==> src/rtl/jtag_pkg.sv <==
// ---------------------------------------------------------------------------
// jtag_pkg
// Shared definitions for the JTAG shift master:
//   op_t      host command encodings (RESET / SCAN_IR / SCAN_DR / IDLE_CYC)
//   state_t   sequencer states, also exported on the debug port
//   TMS walk patterns for the PRE and POST phases, stored LSB-first
//   (bit k is the TMS value for TCK period k of that phase).
// ---------------------------------------------------------------------------
package jtag_pkg;

  typedef enum logic [1:0] {
    OP_RESET    = 2'b00,
    OP_SCAN_IR  = 2'b01,
    OP_SCAN_DR  = 2'b10,
    OP_IDLE_CYC = 2'b11
  } op_t;

  typedef enum logic [2:0] {
    ST_IDLE  = 3'd0,
    ST_PRE   = 3'd1,
    ST_SHIFT = 3'd2,
    ST_POST  = 3'd3,
    ST_DONE  = 3'd4
  } state_t;

  // Any state -> Test-Logic-Reset (five 1s) -> Run-Test/Idle.
  localparam logic [7:0] TMS_PRE_RESET = 8'b0001_1111;
  localparam logic [2:0] PRE_LAST_RESET = 3'd5;
  // RTI -> Select-DR -> Select-IR -> Capture-IR -> Shift-IR.
  localparam logic [7:0] TMS_PRE_IR = 8'b0000_0011;
  localparam logic [2:0] PRE_LAST_IR = 3'd3;
  // RTI -> Select-DR -> Capture-DR -> Shift-DR.
  localparam logic [7:0] TMS_PRE_DR = 8'b0000_0001;
  localparam logic [2:0] PRE_LAST_DR = 3'd2;
  // Exit1 -> Update -> RTI (the Exit1 step is the last SHIFT period).
  localparam logic [7:0] TMS_POST = 8'b0000_0001;
  localparam logic [2:0] POST_LAST = 3'd1;

  function automatic logic [7:0] pre_pattern(input op_t op);
    case (op)
      OP_RESET:   return TMS_PRE_RESET;
      OP_SCAN_IR: return TMS_PRE_IR;
      OP_SCAN_DR: return TMS_PRE_DR;
      default:    return 8'h00;
    endcase
  endfunction

  // Index of the last PRE period for an op.
  function automatic logic [2:0] pre_last(input op_t op);
    case (op)
      OP_RESET:   return PRE_LAST_RESET;
      OP_SCAN_IR: return PRE_LAST_IR;
      OP_SCAN_DR: return PRE_LAST_DR;
      default:    return 3'd0;
    endcase
  endfunction

endpackage

==> src/rtl/jtag_shift_master_if.sv <==
// ---------------------------------------------------------------------------
// jtag_shift_master_if
// Host command/response bundle of the JTAG shift master.
//   cmd_valid/cmd_ready  command handshake
//   cmd_op, cmd_len, cmd_data  command fields (data shifted LSB first)
//   rsp_valid  one-cycle completion pulse
//   rsp_err, rsp_data  result, held until the next completion
// Handshake: a command transfers on a cycle where cmd_valid && cmd_ready;
// the host keeps fields stable while cmd_valid is high and unaccepted.
// rsp_valid is a pulse with no back-pressure.
// ---------------------------------------------------------------------------
interface jtag_shift_master_if #(
  parameter int MAX_LEN = 64,
  parameter int LEN_W   = 7
) ();
  logic               cmd_valid;
  logic               cmd_ready;
  logic [1:0]         cmd_op;
  logic [LEN_W-1:0]   cmd_len;
  logic [MAX_LEN-1:0] cmd_data;
  logic               rsp_valid;
  logic               rsp_err;
  logic [MAX_LEN-1:0] rsp_data;

  modport master (
    output cmd_valid, cmd_op, cmd_len, cmd_data,
    input  cmd_ready, rsp_valid, rsp_err, rsp_data
  );

  modport slave (
    input  cmd_valid, cmd_op, cmd_len, cmd_data,
    output cmd_ready, rsp_valid, rsp_err, rsp_data
  );
endinterface

==> src/rtl/jtag_tck_gen.sv <==
// ---------------------------------------------------------------------------
// jtag_tck_gen
// TCK divider. While i_en is high each TCK period is TCK_DIV clk cycles low
// followed by TCK_DIV cycles high; while i_en is low the counter is cleared
// and TCK is held low.
//   clk, rst_n      system clock, async active-low reset
//   i_en            run the divider
//   o_tck           registered TCK
//   o_rise_strobe   high in the clk cycle whose closing edge raises TCK
//   o_fall_strobe   high in the clk cycle whose closing edge drops TCK,
//                   i.e. the edge that starts the next low phase
// ---------------------------------------------------------------------------
module jtag_tck_gen #(
  parameter int TCK_DIV = 4
) (
  input  logic clk,
  input  logic rst_n,
  input  logic i_en,
  output logic o_tck,
  output logic o_rise_strobe,
  output logic o_fall_strobe
);

  localparam int CNT_W = $clog2(2 * TCK_DIV);
  localparam logic [CNT_W-1:0] RISE_AT = CNT_W'(TCK_DIV - 1);
  localparam logic [CNT_W-1:0] FALL_AT = CNT_W'(2 * TCK_DIV - 1);

  logic [CNT_W-1:0] r_cnt;
  logic             r_tck;

  assign o_rise_strobe = i_en && (r_cnt == RISE_AT);
  assign o_fall_strobe = i_en && (r_cnt == FALL_AT);
  assign o_tck         = r_tck;

  always_ff @(posedge clk or negedge rst_n) begin
    if (!rst_n) begin
      r_cnt <= '0;
      r_tck <= 1'b0;
    end else if (!i_en) begin
      r_cnt <= '0;
      r_tck <= 1'b0;
    end else if (o_fall_strobe) begin
      r_cnt <= '0;
      r_tck <= 1'b0;
    end else begin
      r_cnt <= r_cnt + CNT_W'(1);
      if (o_rise_strobe) r_tck <= 1'b1;
    end
  end

endmodule

==> src/rtl/jtag_shift_master.sv <==
// ---------------------------------------------------------------------------
// jtag_shift_master
// JTAG initiator: walks the TAP controller through IR/DR scans, reset and
// idle cycles on behalf of a host, and always leaves it in Run-Test/Idle.
//   clk, rst_n     system clock, async active-low reset
//   host           command/response port (jtag_shift_master_if.slave)
//   jtag_tck/tms/tdi  TAP pins driven by this block
//   jtag_tdo       TAP data out, sampled in the cycle TCK rises
//   o_dbg_state    current sequencer state
// Sequencer: IDLE -> PRE (TMS walk) -> SHIFT (len periods) -> POST (exit
// to RTI) -> DONE (rsp_valid pulse) -> IDLE. RESET uses only PRE, IDLE_CYC
// only SHIFT, and a bad length jumps straight from IDLE to DONE.
// TMS/TDI are decoded from registered state that only advances at TCK
// falling edges, so they change together with the falling edge.
// ---------------------------------------------------------------------------
module jtag_shift_master
  import jtag_pkg::*;
#(
  parameter int TCK_DIV = 4,
  parameter int MAX_LEN = 64,
  parameter int LEN_W   = 7
) (
  input  logic   clk,
  input  logic   rst_n,
  jtag_shift_master_if.slave host,
  output logic   jtag_tck,
  output logic   jtag_tms,
  output logic   jtag_tdi,
  input  logic   jtag_tdo,
  output state_t o_dbg_state
);

  localparam logic [LEN_W-1:0] MAX_LEN_L = LEN_W'(MAX_LEN);

  state_t             r_state;
  state_t             w_next;
  op_t                r_op;
  logic [LEN_W-1:0]   r_len;
  logic [LEN_W-1:0]   r_cnt;      // period index within the current phase
  logic [MAX_LEN-1:0] r_tx;       // TDI bits, consumed from bit 0
  logic [MAX_LEN-1:0] r_cap;      // TDO bits, entering at the top
  logic [MAX_LEN-1:0] r_rsp_data;
  logic               r_rsp_err;

  logic               w_accept;
  logic               w_len_bad;
  logic               w_is_scan;
  logic               w_last_shift;
  logic               w_busy;
  logic               w_rise;
  logic               w_fall;
  logic               w_tck;
  logic [7:0]         w_pre_sh;
  logic [7:0]         w_post_sh;
  logic [LEN_W-1:0]   w_shamt;
  logic               w_tms;
  logic               w_tdi;

  assign w_accept     = host.cmd_valid && (r_state == ST_IDLE);
  assign w_len_bad    = (op_t'(host.cmd_op) != OP_RESET) &&
                        ((host.cmd_len == '0) || (host.cmd_len > MAX_LEN_L));
  assign w_is_scan    = (r_op == OP_SCAN_IR) || (r_op == OP_SCAN_DR);
  assign w_last_shift = (r_cnt == (r_len - LEN_W'(1)));
  assign w_busy       = (r_state == ST_PRE) || (r_state == ST_SHIFT) ||
                        (r_state == ST_POST);
  assign w_pre_sh     = pre_pattern(r_op) >> r_cnt;
  assign w_post_sh    = TMS_POST >> r_cnt;
  // Captured bits sit in the top r_len positions; realign so bit 0 is first.
  assign w_shamt      = MAX_LEN_L - r_len;

  jtag_tck_gen #(.TCK_DIV(TCK_DIV)) u_tck_gen (
    .clk           (clk),
    .rst_n         (rst_n),
    .i_en          (w_busy),
    .o_tck         (w_tck),
    .o_rise_strobe (w_rise),
    .o_fall_strobe (w_fall)
  );

  // State register.
  always_ff @(posedge clk or negedge rst_n) begin
    if (!rst_n) r_state <= ST_IDLE;
    else        r_state <= w_next;
  end

  // Next state and pin decode.
  always_comb begin
    w_next = r_state;
    w_tms  = 1'b1;
    w_tdi  = 1'b0;
    unique case (r_state)
      ST_IDLE: begin
        if (w_accept) begin
          if (w_len_bad)                                   w_next = ST_DONE;
          else if (op_t'(host.cmd_op) == OP_IDLE_CYC)      w_next = ST_SHIFT;
          else                                             w_next = ST_PRE;
        end
      end
      ST_PRE: begin
        w_tms = w_pre_sh[0];
        if (w_fall && (r_cnt == LEN_W'(pre_last(r_op))))
          w_next = (r_op == OP_RESET) ? ST_DONE : ST_SHIFT;
      end
      ST_SHIFT: begin
        if (w_is_scan) begin
          w_tms = w_last_shift;
          w_tdi = r_tx[0];
        end else begin
          w_tms = 1'b0;
        end
        if (w_fall && w_last_shift)
          w_next = w_is_scan ? ST_POST : ST_DONE;
      end
      ST_POST: begin
        w_tms = w_post_sh[0];
        if (w_fall && (r_cnt == LEN_W'(POST_LAST))) w_next = ST_DONE;
      end
      ST_DONE: begin
        w_tms  = 1'b0;
        w_next = ST_IDLE;
      end
      default: w_next = ST_IDLE;
    endcase
  end

  // Datapath.
  always_ff @(posedge clk or negedge rst_n) begin
    if (!rst_n) begin
      r_op       <= OP_RESET;
      r_len      <= '0;
      r_cnt      <= '0;
      r_tx       <= '0;
      r_cap      <= '0;
      r_rsp_data <= '0;
      r_rsp_err  <= 1'b0;
    end else begin
      if (w_accept) begin
        r_op  <= op_t'(host.cmd_op);
        r_len <= host.cmd_len;
        r_tx  <= host.cmd_data;
        r_cap <= '0;
      end

      if (w_next != r_state) r_cnt <= '0;
      else if (w_fall)       r_cnt <= r_cnt + LEN_W'(1);

      if ((r_state == ST_SHIFT) && w_fall) r_tx <= r_tx >> 1;

      if ((r_state == ST_SHIFT) && w_rise && w_is_scan)
        r_cap <= {jtag_tdo, r_cap[MAX_LEN-1:1]};

      if ((w_next == ST_DONE) && (r_state != ST_DONE)) begin
        if (r_state == ST_IDLE) begin
          r_rsp_err  <= 1'b1;
          r_rsp_data <= '0;
        end else begin
          r_rsp_err  <= 1'b0;
          r_rsp_data <= w_is_scan ? (r_cap >> w_shamt) : '0;
        end
      end
    end
  end

  assign host.cmd_ready = (r_state == ST_IDLE);
  assign host.rsp_valid = (r_state == ST_DONE);
  assign host.rsp_err   = r_rsp_err;
  assign host.rsp_data  = r_rsp_data;
  assign jtag_tck       = w_tck;
  assign jtag_tms       = w_tms;
  assign jtag_tdi       = w_tdi;
  assign o_dbg_state    = r_state;

endmodule

==> src/flat_wrapper.sv <==
// flat-port wrapper written by rule: the top's interface ports become plain ports
module jtag_shift_master_flat import jtag_pkg::*;
#(
  parameter int TCK_DIV = 4,
  parameter int MAX_LEN = 64,
  parameter int LEN_W   = 7
)
  (clk, rst_n, jtag_tck, jtag_tms, jtag_tdi, jtag_tdo, o_dbg_state, host_cmd_valid, host_cmd_op, host_cmd_len, host_cmd_data, host_cmd_ready, host_rsp_valid, host_rsp_err, host_rsp_data);
  jtag_shift_master_if #(.MAX_LEN(MAX_LEN), .LEN_W(LEN_W)) host_i ();
  input  logic clk;
  input  logic rst_n;
  output logic jtag_tck;
  output logic jtag_tms;
  output logic jtag_tdi;
  input  logic jtag_tdo;
  output state_t o_dbg_state;
  input wire logic [$bits(host_i.cmd_valid)-1:0] host_cmd_valid;
  input wire logic [$bits(host_i.cmd_op)-1:0] host_cmd_op;
  input wire logic [$bits(host_i.cmd_len)-1:0] host_cmd_len;
  input wire logic [$bits(host_i.cmd_data)-1:0] host_cmd_data;
  output wire logic [$bits(host_i.cmd_ready)-1:0] host_cmd_ready;
  output wire logic [$bits(host_i.rsp_valid)-1:0] host_rsp_valid;
  output wire logic [$bits(host_i.rsp_err)-1:0] host_rsp_err;
  output wire logic [$bits(host_i.rsp_data)-1:0] host_rsp_data;
  assign host_i.cmd_valid = host_cmd_valid;
  assign host_i.cmd_op = host_cmd_op;
  assign host_i.cmd_len = host_cmd_len;
  assign host_i.cmd_data = host_cmd_data;
  assign host_cmd_ready = host_i.cmd_ready;
  assign host_rsp_valid = host_i.rsp_valid;
  assign host_rsp_err = host_i.rsp_err;
  assign host_rsp_data = host_i.rsp_data;
  jtag_shift_master #(.TCK_DIV(TCK_DIV), .MAX_LEN(MAX_LEN), .LEN_W(LEN_W)) u_core (.clk(clk), .rst_n(rst_n), .host(host_i), .jtag_tck(jtag_tck), .jtag_tms(jtag_tms), .jtag_tdi(jtag_tdi), .jtag_tdo(jtag_tdo), .o_dbg_state(o_dbg_state));
endmodule
==> config.mk <==
export PLATFORM = sky130hd
export DESIGN_NAME = jtag_shift_master_flat
export DESIGN_NICKNAME = d
export VERILOG_FILES = /design/src/rtl/jtag_pkg.sv /design/src/rtl/jtag_shift_master_if.sv /design/src/rtl/jtag_tck_gen.sv /design/src/rtl/jtag_shift_master.sv /design/src/flat_wrapper.sv
export SDC_FILE = /design/constraint.sdc
export NUM_CORES = 1
export LEC_CHECK = 0
export CAP_MARGIN = 25
export CORE_MARGIN = 4
export CORE_UTILIZATION = 26
export DETAILED_ROUTE_END_ITERATION = 6
export GPL_ROUTABILITY_DRIVEN = 0
export PLACE_DENSITY_LB_ADDON = 0.2
export SLEW_MARGIN = 30
export SYNTH_ARGS = -nofsm -noshare
export SYNTH_HDL_FRONTEND = slang
export SYNTH_SLANG_ARGS = --single-unit
export TNS_END_PERCENT = 5
==> constraint.sdc <==
create_clock -name clk -period 9.17 [get_ports clk]
set_input_delay 1.3755 -clock clk [delete_from_list [all_inputs] [get_ports clk]]
set_output_delay 1.3755 -clock clk [all_outputs]
set_load 0.02 [all_outputs]
==> results.md <==
- Syn Inst Count: 1,497
- Io pins: 150
- Fillers: ~5.3k
- Slew margin rel.: 0.333
- Hold Vio Cnt, Final: 0
- RSZ-0062 raised after global routing: false
- Clock sink count: ~220
- Worst-path clk slew: 0.06 ns
- Iteration-0 DRC Markers: roughly 1.1k
- PwrDens: 327 nW/um^2
- Synth Area in Simple Gates: 0.181
- Slowest CP cell: dfrtp_1
- Post-route insts no fill: 2,266
- Critical path arrival: 4.13 ns
- Pin count of the biggest net entering global routing: 116
- EDFF count, synth: 0
- Placed insts: 2,217
- Nets: 1,662
- Post-synthesis cell type count: 75
- Synth cell count leaders: nand2_1 (285), dfrtp_1 (216), nor2_1 (206)
- Number of synthesized register bits: 216
- CP peak stage delay: 0.75 ns
- Logic gate share of total power: 0.524
- Nature of the critical path startpoint: register
- Critical path, cell by cell: inv_2, buf_6, ha_4, nor4b_1, mux2i_1, o32ai_1, nand4_1, a21o_1, a31oi_1, clkdlybuf4s50_1
- Post-synthesis compound-gate area fraction: 0.161
- Fin. max-slew vios: 0
- Post-Synth Adder-Cell Area: 0.0102
- Switching share of power: 0.451
- Worst min-delay path category: register to register
- Gr ovfl total: 0
- Initial Util: 0.263
- TNS Setup: 0 ns
- Via density per instance: 5.06
- R2r setup slk: 3.99 ns
- Antenna violations before repair: 0
- Layout cells sized above 1: 0.109
- Post-synthesis xor/xnor area fraction: 0.0224
- Post-Syn Nets: 1,584
- Final setup fails: 0
- Max H-tree Level: 1
- Seq/Total Area, Yosys: 0.408
- Synth top area share: 0.408
- Drt wl/cell: about 20 microns
- Core ar.: 50,300 sq um
- Routed wire length: ~45 mm
- Mapped Area: 13,200 sq um
- Site row count: 82
- Clock share of power: 0.196
- Die Wd: between 200 and 250 microns
- Cts hold-fix bufs: 0
- Fraction of registers with async set/reset: 1.00
- Crit path time final: about 5.5 ns
- Worst-path maximum fanout: 70
- Internal: 2.90 mW
- Post-synthesis mux area share: 0.172
- Crit Path Class: register to primary output
- First-pass GRT wire length: 69.8 mm
- Clk_skew: between 0.02 and 0.025 ns
- Worst r2r src: u_core.r_len[0]
- Cell type with the largest total area after synthesis: dfrtp_1
- Crit. Startpoint: u_core.r_len[0]
- Max IR drop VDD: 0.230 mV
- Max Cap Violations: 0
- PortBufs: 149
- Reg power frac: 0.280
- Setup Buffers After CTS: 0
- Hold path start: u_core.u_tck_gen.r_cnt[0]
- Outcome: complete, no violations
- Syn. warnings: 0
- CTS buffer count: 27
- Clk Latency, worst-skew pair: around 0.56 ns
- Die H: 234 microns
- Slew @ Worst Pin: roughly 1.0 ns
- Worst endpoint required time: 7.79 ns
- Final hold slack: 0.440 ns
- Clk root buf: clkbuf_16
- Psw: 2.38 mW
- CTS tree: done
- Tcrit/Tclk final: 0.600
- Layout area overhead: 21.9%
- Max clock buf depth: 3
- Via count: about 11k
- Post-CTS Resized: 0
- # diodes: 0
- Antenna Nets Post-Route: 0
- Synth Flop Type: dfrtp_1
- GRT Total Usage: 0.162
- Most common cell in the netlist: nand2_1
- Largest cells by area after synthesis: dfrtp_1 (41%), nand2_1 (8.1%), mux2i_1 (7.6%)
- Fmax: 0.182 GHz
- Critical Path End Type: primary output
- Detailed placement HPWL: 32.3 mm
- Number of global-route vias before repair: 11.2k
- Drt pass-1 iters: 6
- Largest family of logic cells by synthesized area: simple AND/OR/NAND/NOR gates
- Syn avg cell area: roughly 8.8 sq um
- Die area: around 55,000 sq um
- Drt drc: 0
- Leak: about 6.5 nW
[cell usage in the layout, fill, tap and decap left out, types with 4 or more instances in the layout]
cell and n:
ha_1 9, dfrtp_1 216, o31ai_1 26, a21oi_1 53, and2_1 5, clkdlybuf4s50_1 148
clkbuf_1 9, nor3_1 8, o211ai_1 14, xnor2_1 9, nand2b_1 9, mux2i_1 101
o21a_1 6, nor2_1 206, clkbuf_8 5, nand2_1 283, a31oi_1 29, mux4_2 21
o31a_1 4, o22a_1 7, a221oi_1 4, xor2_1 9, nand3_1 23, nor4_1 4
a22oi_1 9, or3_1 5, o21ai_0 92, clkbuf_16 27, inv_1 12, mux2_2 71
nand4_1 8, a32oi_1 6, o22ai_1 59, a211oi_1 6, nor2b_1 5, buf_4 15
[worst max-delay path: cells and delay by family, from the launching register on]
kind	cells	cell delay, ns
AO/OA/AOI/OAI	3	0.70
AND/OR/NAND/NOR	2	0.43
multiplexers	1	0.12
flip-flops	1	0.75
buffers and inverters	3	1.33
adder cells (fa/ha/maj)	1	0.24
[cell type report]
cell class              count  area [sq um]  share of cell area
well taps                 672           841              0.0521
flip-flops and latches    216          5410               0.335
repair buffers            168          1670               0.103
clock inverters             7          73.8             0.00457
inverters                  14          53.8             0.00333
clock buffers              41           778              0.0482
multi-input cells        1148          7320               0.453
[sequential cells by signal (all words and copies together) (netlist names)]
| signal | flops |
|---|---|
| u_core.r_len | 7 |
| u_core.u_tck_gen.o_tck | 1 |
| u_core.u_tck_gen.r_cnt | 3 |
| u_core.r_op | 2 |
| u_core.host.rsp_data | 64 |
| u_core.host.rsp_err | 1 |
| u_core.r_cap | 64 |
| u_core.r_tx | 64 |
| u_core.r_cnt | 7 |
| u_core.o_dbg_state | 3 |
[metal layers]
| layer | share of wire | GRT usage | vias to the layer above |
|---|---|---|---|
| li1 | - | - | 5469 |
| met1 | 0.45 | 0.232 | 5618 |
| met2 | 0.46 | 0.255 | 309 |
| met3 | 0.060 | 0.0315 | 76 |
| met4 | 0.026 | 0.0366 | 0 |
| met5 | 0 | 0 | - |
[stage by stage]
stage	power [mW]	setup WS (ns)	util	cell area (sq um)
floorplan	3.37	4.47	-	13200
global placement	4.20	3.64	0.303	15200
detailed placement	4.22	3.55	0.303	15200
CTS	5.29	3.08	0.320	16100
global route	5.63	3.28	0.321	16100
finish	5.29	3.67	0.321	16100
[power by group through the flow]
stage	combinational, mW	sequential, mW	clock [mW]
4_1_cts	2.74	1.48	1.07
3_3_place_gp	2.71	1.49	0
6_report	2.77	1.48	1.04
5_1_grt	3.00	1.52	1.11
2_1_floorplan	1.88	1.49	0
3_5_place_dp	2.73	1.49	0
[kinds of logic (layout without fill, tap and decap cells)]
logic type | count (synthesis) | after routing
muxes | 193 | 193
AOI/OAI and AO/OA | 339 | 339
DFF | 216 | 216
and+or+nand+nor | 579 | 579
adders and majority gates | 11 | 11
xor gates and xnor gates | 26 | 26
buffers and inverters | 133 | 230
[final timing paths]
path,endpoint,cells past startpoint
max,jtag_tms,10
min,u_core.u_tck_gen.r_cnt[0],1
max reg2reg,u_core.r_cnt[1],11
min reg2reg,u_core.u_tck_gen.r_cnt[0],1
max in group asynchronous,u_core.r_tx[17],2
min in group asynchronous,u_core.r_cap[10],1
Note: power is estimated with default switching activity, not from simulation.
